$ cat src/rtl/bram_read_streamer_if.sv
// Command, BRAM-port and output-stream signals of bram_read_streamer.
// master is the streamer side; slave is the side that commands it, serves reads and consumes words.
interface bram_read_streamer_if #(
  parameter int unsigned BRAM_ADDR_WIDTH = 15
) ();

  logic                       start;
  logic [BRAM_ADDR_WIDTH-1:0] base_addr;
  logic [13:0]                num_words;
  logic                       busy;
  logic                       done;

  logic [BRAM_ADDR_WIDTH-1:0] BRAM_ADDR;
  logic                       BRAM_EN;
  logic [3:0]                 BRAM_WE;
  logic [31:0]                BRAM_WRDATA;
  logic [31:0]                BRAM_RDDATA;

  logic [31:0]                m_data;
  logic                       m_valid;
  logic                       m_ready;

  modport master (
    input  start, base_addr, num_words, BRAM_RDDATA, m_ready,
    output busy, done, BRAM_ADDR, BRAM_EN, BRAM_WE, BRAM_WRDATA, m_data, m_valid
  );

  modport slave (
    output start, base_addr, num_words, BRAM_RDDATA, m_ready,
    input  busy, done, BRAM_ADDR, BRAM_EN, BRAM_WE, BRAM_WRDATA, m_data, m_valid
  );

endinterface

$ cat src/rtl/bram_read_streamer.sv
// Streams a run of 32-bit words from a fixed-latency BRAM read port into a valid/ready stream,
// issuing a read only when the output FIFO is guaranteed room for it when the data returns.
module bram_read_streamer #(
  parameter int unsigned BRAM_ADDR_WIDTH = 15,
  parameter int unsigned READ_LATENCY    = 1,
  parameter int unsigned FIFO_DEPTH      = 4
) (
  input logic                  BRAM_CLK,
  input logic                  BRAM_RST_N,
  bram_read_streamer_if.master bus
);

  localparam int unsigned WordAw = BRAM_ADDR_WIDTH - 2;
  localparam int unsigned PtrW   = $clog2(FIFO_DEPTH);
  localparam int unsigned CntW   = PtrW + 1;

  typedef enum logic [1:0] {StIdle, StFetch, StDrain, StDone} state_e;

  state_e                  state_q, state_d;
  logic [WordAw-1:0]       base_q, base_d;
  logic [WordAw-1:0]       addr_word;
  logic [13:0]             num_q, num_d;
  logic [13:0]             issued_q, issued_d;
  logic [READ_LATENCY-1:0] pipe_q, pipe_d;
  logic [CntW-1:0]         outst_q, outst_d;
  logic [CntW-1:0]         count_q, count_d;
  logic [PtrW-1:0]         wr_ptr_q, wr_ptr_d;
  logic [PtrW-1:0]         rd_ptr_q, rd_ptr_d;
  logic [31:0]             mem_q [FIFO_DEPTH];

  logic accept;
  logic issue;
  logic credit_ok;
  logic fifo_wr;
  logic fifo_pop;
  logic fifo_valid;
  logic busy;
  logic done;
  logic unused_base_lsbs;

  assign unused_base_lsbs = ^bus.base_addr[1:0];

  assign accept     = (state_q == StIdle) && bus.start;
  assign fifo_wr    = pipe_q[READ_LATENCY-1];
  assign fifo_valid = (count_q != '0);
  assign fifo_pop   = fifo_valid && bus.m_ready;
  // Every read in flight already owns a FIFO slot, so the FIFO can never overflow.
  assign credit_ok  = ({1'b0, outst_q} + {1'b0, count_q}) < (CntW + 1)'(FIFO_DEPTH);
  assign addr_word  = base_q + WordAw'(issued_q);

  always_ff @(posedge BRAM_CLK or negedge BRAM_RST_N) begin
    if (!BRAM_RST_N) begin
      state_q <= StIdle;
    end else begin
      state_q <= state_d;
    end
  end

  always_comb begin
    state_d = state_q;
    case (state_q)
      StIdle: begin
        if (accept) begin
          state_d = (bus.num_words == '0) ? StDone : StFetch;
        end
      end
      StFetch: begin
        if (issued_d == num_q) begin
          state_d = StDrain;
        end
      end
      StDrain: begin
        // Looking at next-state counts lets done follow the final transfer by one cycle.
        if ((outst_d == '0) && (count_d == '0)) begin
          state_d = StDone;
        end
      end
      StDone:  state_d = StIdle;
      default: state_d = StIdle;
    endcase
  end

  always_comb begin
    issue = 1'b0;
    busy  = 1'b0;
    done  = 1'b0;
    case (state_q)
      StFetch: begin
        busy  = 1'b1;
        issue = (issued_q < num_q) && credit_ok;
      end
      StDrain: busy = 1'b1;
      StDone: begin
        busy = 1'b1;
        done = 1'b1;
      end
      default: ;
    endcase
  end

  always_comb begin
    base_d   = base_q;
    num_d    = num_q;
    issued_d = issued_q;
    if (accept) begin
      base_d   = bus.base_addr[BRAM_ADDR_WIDTH-1:2];
      num_d    = bus.num_words;
      issued_d = '0;
    end else if (issue) begin
      issued_d = issued_q + 14'd1;
    end
  end

  always_comb begin
    // One bit per latency stage marks which cycles carry returning read data.
    pipe_d    = pipe_q << 1;
    pipe_d[0] = issue;

    outst_d = outst_q;
    case ({issue, fifo_wr})
      2'b10:   outst_d = outst_q + CntW'(1);
      2'b01:   outst_d = outst_q - CntW'(1);
      default: ;
    endcase

    count_d = count_q;
    case ({fifo_wr, fifo_pop})
      2'b10:   count_d = count_q + CntW'(1);
      2'b01:   count_d = count_q - CntW'(1);
      default: ;
    endcase

    wr_ptr_d = fifo_wr  ? wr_ptr_q + PtrW'(1) : wr_ptr_q;
    rd_ptr_d = fifo_pop ? rd_ptr_q + PtrW'(1) : rd_ptr_q;
  end

  always_ff @(posedge BRAM_CLK or negedge BRAM_RST_N) begin
    if (!BRAM_RST_N) begin
      base_q   <= '0;
      num_q    <= '0;
      issued_q <= '0;
      pipe_q   <= '0;
      outst_q  <= '0;
      count_q  <= '0;
      wr_ptr_q <= '0;
      rd_ptr_q <= '0;
    end else begin
      base_q   <= base_d;
      num_q    <= num_d;
      issued_q <= issued_d;
      pipe_q   <= pipe_d;
      outst_q  <= outst_d;
      count_q  <= count_d;
      wr_ptr_q <= wr_ptr_d;
      rd_ptr_q <= rd_ptr_d;
    end
  end

  always_ff @(posedge BRAM_CLK or negedge BRAM_RST_N) begin
    if (!BRAM_RST_N) begin
      for (int i = 0; i < int'(FIFO_DEPTH); i++) begin
        mem_q[i] <= '0;
      end
    end else if (fifo_wr) begin
      mem_q[wr_ptr_q] <= bus.BRAM_RDDATA;
    end
  end

  assign bus.busy        = busy;
  assign bus.done        = done;
  assign bus.BRAM_EN     = issue;
  assign bus.BRAM_ADDR   = issue ? {addr_word, 2'b00} : '0;
  assign bus.BRAM_WE     = 4'b0000;
  assign bus.BRAM_WRDATA = 32'd0;
  assign bus.m_data      = mem_q[rd_ptr_q];
  assign bus.m_valid     = fifo_valid;

endmodule

$ cat src/flat_wrapper.sv
// flat-port wrapper written by rule: the top's interface ports become plain ports
module bram_read_streamer_flat 
#(
  parameter int unsigned BRAM_ADDR_WIDTH = 15,
  parameter int unsigned READ_LATENCY    = 1,
  parameter int unsigned FIFO_DEPTH      = 4
)
  (BRAM_CLK, BRAM_RST_N, bus_start, bus_base_addr, bus_num_words, bus_BRAM_RDDATA, bus_m_ready, bus_busy, bus_done, bus_BRAM_ADDR, bus_BRAM_EN, bus_BRAM_WE, bus_BRAM_WRDATA, bus_m_data, bus_m_valid);
  bram_read_streamer_if #(.BRAM_ADDR_WIDTH(BRAM_ADDR_WIDTH)) bus_i ();
  input logic BRAM_CLK;
  input logic BRAM_RST_N;
  input wire logic [$bits(bus_i.start)-1:0] bus_start;
  input wire logic [$bits(bus_i.base_addr)-1:0] bus_base_addr;
  input wire logic [$bits(bus_i.num_words)-1:0] bus_num_words;
  input wire logic [$bits(bus_i.BRAM_RDDATA)-1:0] bus_BRAM_RDDATA;
  input wire logic [$bits(bus_i.m_ready)-1:0] bus_m_ready;
  output wire logic [$bits(bus_i.busy)-1:0] bus_busy;
  output wire logic [$bits(bus_i.done)-1:0] bus_done;
  output wire logic [$bits(bus_i.BRAM_ADDR)-1:0] bus_BRAM_ADDR;
  output wire logic [$bits(bus_i.BRAM_EN)-1:0] bus_BRAM_EN;
  output wire logic [$bits(bus_i.BRAM_WE)-1:0] bus_BRAM_WE;
  output wire logic [$bits(bus_i.BRAM_WRDATA)-1:0] bus_BRAM_WRDATA;
  output wire logic [$bits(bus_i.m_data)-1:0] bus_m_data;
  output wire logic [$bits(bus_i.m_valid)-1:0] bus_m_valid;
  assign bus_i.start = bus_start;
  assign bus_i.base_addr = bus_base_addr;
  assign bus_i.num_words = bus_num_words;
  assign bus_i.BRAM_RDDATA = bus_BRAM_RDDATA;
  assign bus_i.m_ready = bus_m_ready;
  assign bus_busy = bus_i.busy;
  assign bus_done = bus_i.done;
  assign bus_BRAM_ADDR = bus_i.BRAM_ADDR;
  assign bus_BRAM_EN = bus_i.BRAM_EN;
  assign bus_BRAM_WE = bus_i.BRAM_WE;
  assign bus_BRAM_WRDATA = bus_i.BRAM_WRDATA;
  assign bus_m_data = bus_i.m_data;
  assign bus_m_valid = bus_i.m_valid;
  bram_read_streamer #(.BRAM_ADDR_WIDTH(BRAM_ADDR_WIDTH), .READ_LATENCY(READ_LATENCY), .FIFO_DEPTH(FIFO_DEPTH)) u_core (.BRAM_CLK(BRAM_CLK), .BRAM_RST_N(BRAM_RST_N), .bus(bus_i));
endmodule
$ cat config.mk
export PLATFORM = sky130hd
export DESIGN_NAME = bram_read_streamer_flat
export DESIGN_NICKNAME = d
export VERILOG_FILES = /design/src/rtl/bram_read_streamer_if.sv /design/src/rtl/bram_read_streamer.sv /design/src/flat_wrapper.sv
export SDC_FILE = /design/constraint.sdc
export NUM_CORES = 1
export LEC_CHECK = 0
export ABC_AREA = 1
export CAP_MARGIN = 20
export CORE_ASPECT_RATIO = 1.5
export CORE_MARGIN = 3
export CORE_UTILIZATION = 45
export CTS_BUF_LIST = sky130_fd_sc_hd__clkbuf_8
export DETAILED_ROUTE_END_ITERATION = 12
export GPL_TIMING_DRIVEN = 0
export PLACE_DENSITY = 0.69
export SETUP_SLACK_MARGIN = 0.1
export SLEW_MARGIN = 20
export SYNTH_ARGS = -nofsm -noshare
export SYNTH_HDL_FRONTEND = slang
export SYNTH_SLANG_ARGS = --single-unit
$ cat constraint.sdc
create_clock -name BRAM_CLK -period 7.5 [get_ports BRAM_CLK]
set_input_delay 1.5 -clock BRAM_CLK [delete_from_list [all_inputs] [get_ports BRAM_CLK]]
set_output_delay 1.5 -clock BRAM_CLK [all_outputs]
set_load 0.1 [all_outputs]
**After elaboration in Yosys (flattened, before gate mapping)**

Cells that the tools add are included.

- Flip-flop bits (word level): 182
- Input bits: 65
- Output and inout bits: 87
- Logic and storage cells: 71

- Add/subtract/negate cells: 9
- Order comparisons: 5
- Eq/ne operators: 11
- Mux-type cells: 19
- Bitwise logic cells: 2
- Reductions and logical operators: 12

Operators by type and width:

| cell | count |
|---|---|
| 128-bit bitwise mux | 1 |
| 32-bit 2-to-1 mux | 3 |
| 32-bit binary-select mux with 2-bit select | 1 |
| 32-bit demux with 2-bit select | 1 |
| 14-bit 2-to-1 mux | 2 |
| 15-bit 2-to-1 mux | 1 |
| 14-bit by 1-bit adder with 14-bit output (second input constant) | 1 |
| 14-bit equality test | 1 |
| 14-bit zero test | 1 |
| 14-bit < comparator | 1 |
| 13-bit adder | 1 |
| 3-bit case mux with 2 select lines | 2 |
| 2-bit equality test (second input constant) | 4 |
| 2-bit 2-to-1 mux | 4 |
| 2-bit case mux with 4 select lines | 1 |
| 3-bit by 1-bit adder with 3-bit output (second input constant) | 2 |
| 2-bit by 1-bit equality test with 1-bit output (second input constant) | 3 |
| 3-bit greater-or-equal comparator (second input constant) | 2 |
| 3-bit zero test | 2 |
| 2-bit by 1-bit inequality test with 1-bit output (second input constant) | 3 |
| 2-bit inverter with 3-bit output | 2 |
| 3-bit by 1-bit subtractor with 3-bit output (second input constant) | 2 |
| 1-bit logical AND | 5 |
| 2-bit by 1-bit adder with 2-bit output (second input constant) | 2 |
| 8 further kinds | 10 |

**Longest topological paths before layout**

Gate-level depths: netlist of the first run.

- Depth in word-level cells: 10
- Gate-level depth with buffers: 22
- Depth with buffers taken out: 22

**Worst setup path before layout of the first run**

Ideal clock, no wire load.

- Path kind: reg2out
- Start: reg u_core.issued_q[9]
- End: out bus_BRAM_ADDR[11]
- Arrival: 3,545 ps
- Slack: 2,455 ps
- Stages on the path, launching flop included: 8
- Path buffers: 1
- Cell sequence: dfrtp_1 > ha_1 > a21oi_1 > a21oi_4 > nor2_8 > nand3_4 > buf_6 > nor3_1

- Cells in the longest elaborated chain, start to end: 4
- Elaborated cells on any way between the ends: 5
- Classes of those cells: add/sub: 1; order compare: 1; mux: 2; reduce/logical: 1

RTL lines:

| item | RTL line | text |
|---|---|---|
| from (decl) | bram_read_streamer.sv:23 | `logic [13:0] issued_q, issued_d;` |
| from (signal assigned) | bram_read_streamer.sv:150 | `issued_q <= issued_d;` |
| 14-bit < comparator | bram_read_streamer.sv:90 | `issue = (issued_q < num_q) && credit_ok;` |
| 1-bit logical AND | bram_read_streamer.sv:90 |  |
| 1-bit 2-to-1 mux | bram_read_streamer.sv:87 | `case (state_q)` |
| 15-bit 2-to-1 mux * | bram_read_streamer.sv:172 | `assign bus.BRAM_ADDR = issue ? {addr_word, 2'b00} : '0;` |
| to (decl) | flat_wrapper.sv:19 | `output wire logic [$bits(bus_i.BRAM_ADDR)-1:0] bus_BRAM_ADDR;` |

Mark *: on every way between the ends. The rest lies on a longest branch, timed or not.

**Final worst setup path of the first run**

- Start: reg u_core.issued_q[0]
- End: out bus_BRAM_ADDR[14]

Same word-level chain as after synthesis.

==> run_results.csv, run 1 <==
group,metric,value,unit
cts,cts.sinks,182,
status,outcome,"complete, no violations",
critical_path,reg2reg_depth,20,
die,fp.dieW,126,µm
routing,drtIter0Drc,508,
sta,finalCritPeriodShare,74.7,%
grt,antenna_found_initial,0,
cells_and_area,final_cell_mix,"250 x nand2_1, 212 x o21ai_0, 182 x dfrtp_1, 119 x inv_1, 110 x clkdlybuf4s50_1",
critical_path,reg2reg_slack,3.96,ns
die,die_y,187,µm
grt,grt.total_usage,22.7,%
logic_synthesis,synth_area,9780,µm²
cts,cts_tree,"built",
grt,grt_pass1_vias,8555,
sta,drv_slew,0,
place,gp_congestion,0.937,
logic_synthesis,synth_seq_cells,182,
sta,slew_headroom,34.0,%
cells_and_area,final_util,55.7,%
critical_path,critPathBufInv,3,
logic_synthesis,synthCells,1201,
logic_synthesis,ys_types,41,
cells_and_area,fillCellCount,1994,
cts,clk_pin_slew,0.09,ns
routing,drc_errors,0,
grt,grt_overflow,0,
cells_and_area,drive_gt1_share,8.68,%
cts,insertion_delay,0.48,ns
sta,skew,0.0150,ns
sta,rsz0062_at_grt,"no",
cts,root_buffer,"clkbuf_8",
sta,setup_viol,0,
cells_and_area,nets,1477,
min_path,min_path_type,"flip-flop to flip-flop",
cts,cts_setup_buffers,0,
die,dieArea,23600,µm²
logic_synthesis,yosysSeqAreaShare,46.6,%
logic_synthesis,ys_warn_count,0,
critical_path,critical_path_class,"flip-flop to output pin",
logic_synthesis,synth_edf_count,0,
place,place_ws,2.43,ns
routing,via_per_inst,5.21,
cts,cts_buffer_depth,2,
routing,antenna_left,0,
critical_path,r2r-end,"u_core.state_q[0]",
flow_run,max_cap_violations,0,
routing,drtPass1Iterations,5,
critical_path,crit_required,6.00,ns
critical_path,worst_setup_path_end_kind,"output pin",
critical_path,setup.worst_path.start_class,"flip-flop",
logic_synthesis,synth.avg_cell_area,8.14,µm²
die,design.core.area,21200,µm²
cells_and_area,area_delta_synth_final,20.8,%
sta,max_freq,0.179,GHz
grt,grt_max_degree,85,
critical_path,critPathArrivalTime,4.10,ns
cells_and_area,insertedDiodeCount,0,
die,ios,152,
critical_path,crit_path_end,"bus_BRAM_ADDR[14]",
logic_synthesis,ys.flop_type,"dfrtp_1",
critical_path,cp_num_cells,12,
critical_path,slowest_delay,1.15,ns
place,hpwlAfterDp,19400,µm
sta,period_minus_slack,5.60,ns
die,initial_utilization,46.1,%
sta,finalHoldViolCount,0,
critical_path,cp-startpoint,"u_core.issued_q[0]",
place,io_buffers,111,
sta,worst_slack,1.90,ns
cts,cts_inserted_buffers,17,
die,rows,65,
cells_and_area,final_common_cell,"nand2_1",
critical_path,crit_family,"buffers and inverters",
critical_path,path_cells,"ha_1 > fa_1 > a31oi_1 > inv_1 > a21oi_1 > o21ai_0 > nand2_1 > inv_1 > o21ai_0 > nand2_1 > a21oi_1 > clkdlybuf4s50_1",
critical_path,rr_startpoint,"u_core.issued_q[3]",
cts,ctsResizeCount,0,
critical_path,cpMaxStageDelayCell,"clkdlybuf4s50_1",
critical_path,crit_path_max_fanout,5,
logic_synthesis,async_flop_share,100,%
cts,htree_num_levels,4,
routing,via_count,8608,
sta,tightest_slew,0.987,ns
cts,cts_hold_buf,0,
routing,wl_per_cell,15.9,µm
grt,grt_pass1_wl,43300,µm
routing,wl,26300,µm
sta,finalSetupTns,0,ns
[kinds of logic after synthesis]
kind of cell / Yosys count / synth area share, %
buffers and inverters: 222 / 10.4
AOI/OAI and AO/OA: 283 / 15.1
adders and majority gates: 42 / 5.60
xor gates and xnor gates: 12 / 1.07
DFF: 182 / 46.6
other: 1 / 0.0383
and+or+nand+nor: 446 / 19.7
muxes: 13 / 1.50
[cell usage after synthesis, types with 2 or more instances]
master      n  area, µm²
nand2_1   250        938
o21ai_0   212       1060
dfrtp_1   182       4550
inv_1     119        447
nor2_1    108        405
clkbuf_1   50        188
buf_4      40        300
ha_1       39        488
nand3_1    33        165
a21oi_1    32        160
o22ai_1    32        200
nand4_1    25        156
mux2_2     13        146
xor2_1      7       61.3
nand2_2     5       31.3
nor3_1      5       25.0
xnor2_1     5       43.8
buf_6       4       45.0
inv_2       4       15.0
nor2_2      4       25.0
fa_1        3       60.1
nand4_2     3       37.5
nor4_1      3       18.8
clkinv_1    2       7.51
nand3_2     2       20.0
nand3_4     2       35.0
nor3_2      2       20.0
o21ai_1     2       10.0
[worst min path at each step]
stage	from	to	slack (ns)	cells past startpoint
6_report	u_core.mem_q[32]	u_core.mem_q[32]	0.49	2
5_1_grt	u_core.mem_q[95]	u_core.mem_q[95]	0.51	2
4_1_cts	u_core.mem_q[33]	u_core.mem_q[33]	0.49	2
2_1_floorplan	u_core.mem_q[32]	u_core.mem_q[32]	0.45	2
3_3_place_gp	u_core.mem_q[41]	u_core.mem_q[41]	0.46	2
3_5_place_dp	u_core.mem_q[33]	u_core.mem_q[33]	0.47	2
[worst reg2reg max path, stage by stage, from the launching register on]
cell     delay, ns
dfrtp_1       0.51
ha_1          0.35
nand2_1       0.05
nor2_1        0.08
nand2_1       0.05
nand2_1       0.15
nand2_4       0.14
nand3_4       0.18
buf_6         0.19
ha_1          0.16
inv_1         0.06
fa_1          0.38
a21oi_1       0.14
o21ai_0       0.12
xnor2_1       0.16
nor3_1        0.16
a21oi_1       0.10
a21oi_1       0.25
nand2_2       0.09
nand2_1       0.06
nand2_1       0.05
[flip-flops by register name, summed over array words and instances (netlist names), 2 cells and up]
register,flops
u_core.wr_ptr_q,2
u_core.issued_q,14
u_core.outst_q,3
u_core.count_q,3
u_core.base_q,13
u_core.rd_ptr_q,2
u_core.state_q,2
u_core.num_q,14
u_core.mem_q,128
[area by class of cell]
class / instances / area (µm²) / share of cell area [%]
tap: 268 / 335 / 2.84
sequential: 182 / 4550 / 38.5
buffer: 96 / 542 / 4.58
timing repair buffer: 113 / 1170 / 9.91
inverter: 126 / 475 / 4.02
multi-input combinational: 834 / 4350 / 36.8
clock buffer: 17 / 234 / 1.98
clock inverter: 15 / 160 / 1.35
[layer usage]
layer / vias to the layer above / track usage (%) / part of all wire (%)
met3: 70 / 4.01 / 4.5
li1: 4212 / - / -
met2: 270 / 39.7 / 51
met1: 4056 / 26.8 / 40
met5: - / 0 / 0
met4: 0 / 10.6 / 4.0
[metrics by stage]
| step | hold WS [ns] | instances | cell area (µm²) |
|---|---|---|---|
| global route | 0.512 | 1651 | 11800 |
| finish | 0.487 | 1651 | 11800 |
| global placement | 0.461 | 1617 | 11400 |
| floorplan | 0.448 | 1238 | 9920 |
| CTS | 0.491 | 1651 | 11800 |
| detailed placement | 0.468 | 1619 | 11400 |
Power of run 1 is left out: the tool's default activity adds up to more than one toggle a clock period on the data nets, which glitch-free logic cannot reach.
==> run 2: changes to the inputs <==
--- a/config.mk
+++ b/config.mk
@@ -13,7 +13,7 @@
 export CTS_BUF_LIST = sky130_fd_sc_hd__clkbuf_8
 export DETAILED_ROUTE_END_ITERATION = 12
 export GPL_TIMING_DRIVEN = 0
-export PLACE_DENSITY = 0.69
+export PLACE_DENSITY = 0.71
 export SETUP_SLACK_MARGIN = 0.1
 export SLEW_MARGIN = 20
 export SYNTH_ARGS = -nofsm -noshare
==> constraint.sdc (replaced) <==
create_clock -name BRAM_CLK -period 5 [get_ports BRAM_CLK]
set_input_delay 1 -clock BRAM_CLK [delete_from_list [all_inputs] [get_ports BRAM_CLK]]
set_output_delay 1 -clock BRAM_CLK [all_outputs]
set_load 0.1 [all_outputs]
==> run_results.csv, run 2 (synthesized netlist as in run 1, its figures left out) <==
group,metric,value,unit
routing,wl_met3,1410,µm
sta,tightest_slew,0.990,ns
critical_path,crit_path_max_fanout,10,
routing,drtPass1Iterations,6,
place,hpwlAfterDp,19200,µm
sta,finalSetupTns,0,ns
cells_and_area,insertedDiodeCount,0,
die,ios,152,
cells_and_area,drive_gt1_share,8.68,%
critical_path,critPathBufInv,2,
cts,cts.sinks,182,
routing,dr_wl_met2,13900,µm
critical_path,critical_path_class,"flip-flop to output pin",
cells_and_area,reg_top3,"u_core.mem_q: 128 flops, u_core.issued_q: 14 flops, u_core.num_q: 14 flops",
routing,m1WireLength,10300,µm
die,initial_utilization,46.1,%
die,rows,65,
cts,cts_buffer_depth,2,
place,io_buffers,111,
critical_path,cpMostUsedCell,"nand2_1",
sta,max_freq,0.215,GHz
cts,insertion_delay,0.49,ns
cts,cts_setup_buffers,0,
routing,antenna_left,0,
sta,slew_headroom,33.8,%
sta,period_minus_slack,4.66,ns
grt,grt_pass1_vias,8455,
die,dieArea,23600,µm²
cells_and_area,area_delta_synth_final,20.8,%
grt,grt_overflow,0,
min_path,min_path_type,"flip-flop to flip-flop",
sta,setup_viol,0,
cells_and_area,fin_area,11800,µm²
sta,finalHoldViolCount,0,
sta,finalCritPeriodShare,93.1,%
cts,htree_num_levels,4,
critical_path,path_cells,"ha_1 > nand2_1 > nand2_1 > a21oi_1 > nand2_1 > nand2_4 > nand3_4 > buf_6 > nor3_1 > clkdlybuf4s50_1",
sta,skew,0.0245,ns
cts,cts_hold_buf,0,
critical_path,setup.worst_path.start_class,"flip-flop",
place,gp_congestion,0.873,
routing,wl_per_cell,15.9,µm
critical_path,cpMaxStageDelayCell,"clkdlybuf4s50_1",
routing,wl,26300,µm
grt,grt_max_degree,99,
sta,whs,0.491,ns
cts,clk_pin_slew,0.11,ns
cts,cts_tree,"built",
critical_path,worst_setup_path_end_kind,"output pin",
critical_path,crit_family,"buffers and inverters",
cells_and_area,final_cell_mix,"250 x nand2_1, 212 x o21ai_0, 182 x dfrtp_1, 119 x inv_1, 108 x nor2_1",
place,placed_cell_area,11400,µm²
critical_path,critPathArrivalTime,3.66,ns
sta,drv_slew,0,
cells_and_area,nets,1476,
flow_run,max_cap_violations,0,
die,die_y,187,µm
cells_and_area,largest_register,"u_core.mem_q",
status,outcome,"complete, no violations",
die,design.core.area,21200,µm²
cells_and_area,final_common_cell,"nand2_1",
cts,cts_inserted_buffers,17,
cells_and_area,largest_reg_flops,128,
cts,root_buffer,"clkbuf_8",
routing,routed.top_layer,"met4",
routing,drc_errors,0,
critical_path,slowest_delay,1.18,ns
die,fp.dieW,126,µm
routing,via_per_inst,5.25,
routing,drtIter0Drc,648,
critical_path,crit_required,4.00,ns
grt,grt.total_usage,22.2,%
routing,via_count,8660,
grt,grt_pass1_wl,42300,µm
sta,rsz0062_at_grt,"no",
grt,antenna_found_initial,0,
[run 2: per-layer routing]
layer	vias up	GRT usage [%]
met3	48	3.21
met4	0	8.13
li1	4199	-
met2	314	41.1
met1	4099	25.5
met5	-	0
[run 2: final timing paths]
path / from / to / slack (ns) / cells after the start
max: u_core.issued_q[3] / bus_BRAM_ADDR[6] / 0.34 / 10
min: u_core.mem_q[70] / u_core.mem_q[70] / 0.49 / 2
max reg2reg: u_core.issued_q[12] / u_core.state_q[1] / 1.39 / 20
min reg2reg: u_core.mem_q[70] / u_core.mem_q[70] / 0.49 / 2
max in group asynchronous: BRAM_RST_N / u_core.mem_q[4] / 3.56 / 2
min in group asynchronous: BRAM_RST_N / u_core.state_q[0] / 0.53 / 1
[run 2: layout make-up]
cell class	instances	area, µm²
clock buffer	17	234
clock inverter	15	183
fill	1988	9410
sequential	182	4550
multi-input combinational	834	4350
inverter	126	475
buffer	96	542
tap	268	335
timing repair buffer	112	1150
[run 2: timing repair]
| action | in CTS | in global routing |
|---|---|---|
| cloned | 0 | 0 |
| gates resized for setup | 2 | 6 |
| endpoints found under the setup margin | 2 | 5 |
[run 2: worst reg2reg max path: cells and delay by family (launching register included)]
kind | cells | cell delay (ns)
AND/OR/NAND/NOR | 9 | 1.08
adder cells (fa/ha/maj) | 3 | 0.85
AO/OA/AOI/OAI | 4 | 0.62
flip-flops | 1 | 0.47
buffers and inverters | 3 | 0.32
XOR/XNOR | 1 | 0.17
[run 2: stage by stage]
step                      setup WS, ns  utilization [%]  instances
after detailed placement         0.474             53.7       1618
after CTS                        0.193             55.7       1650
after floorplan                  0.455                -       1238
after global placement           -4.79             53.6       1617
after global routing             0.113             55.7       1650
final                            0.343             55.7       1650
Power of run 2 is left out for the same reason.
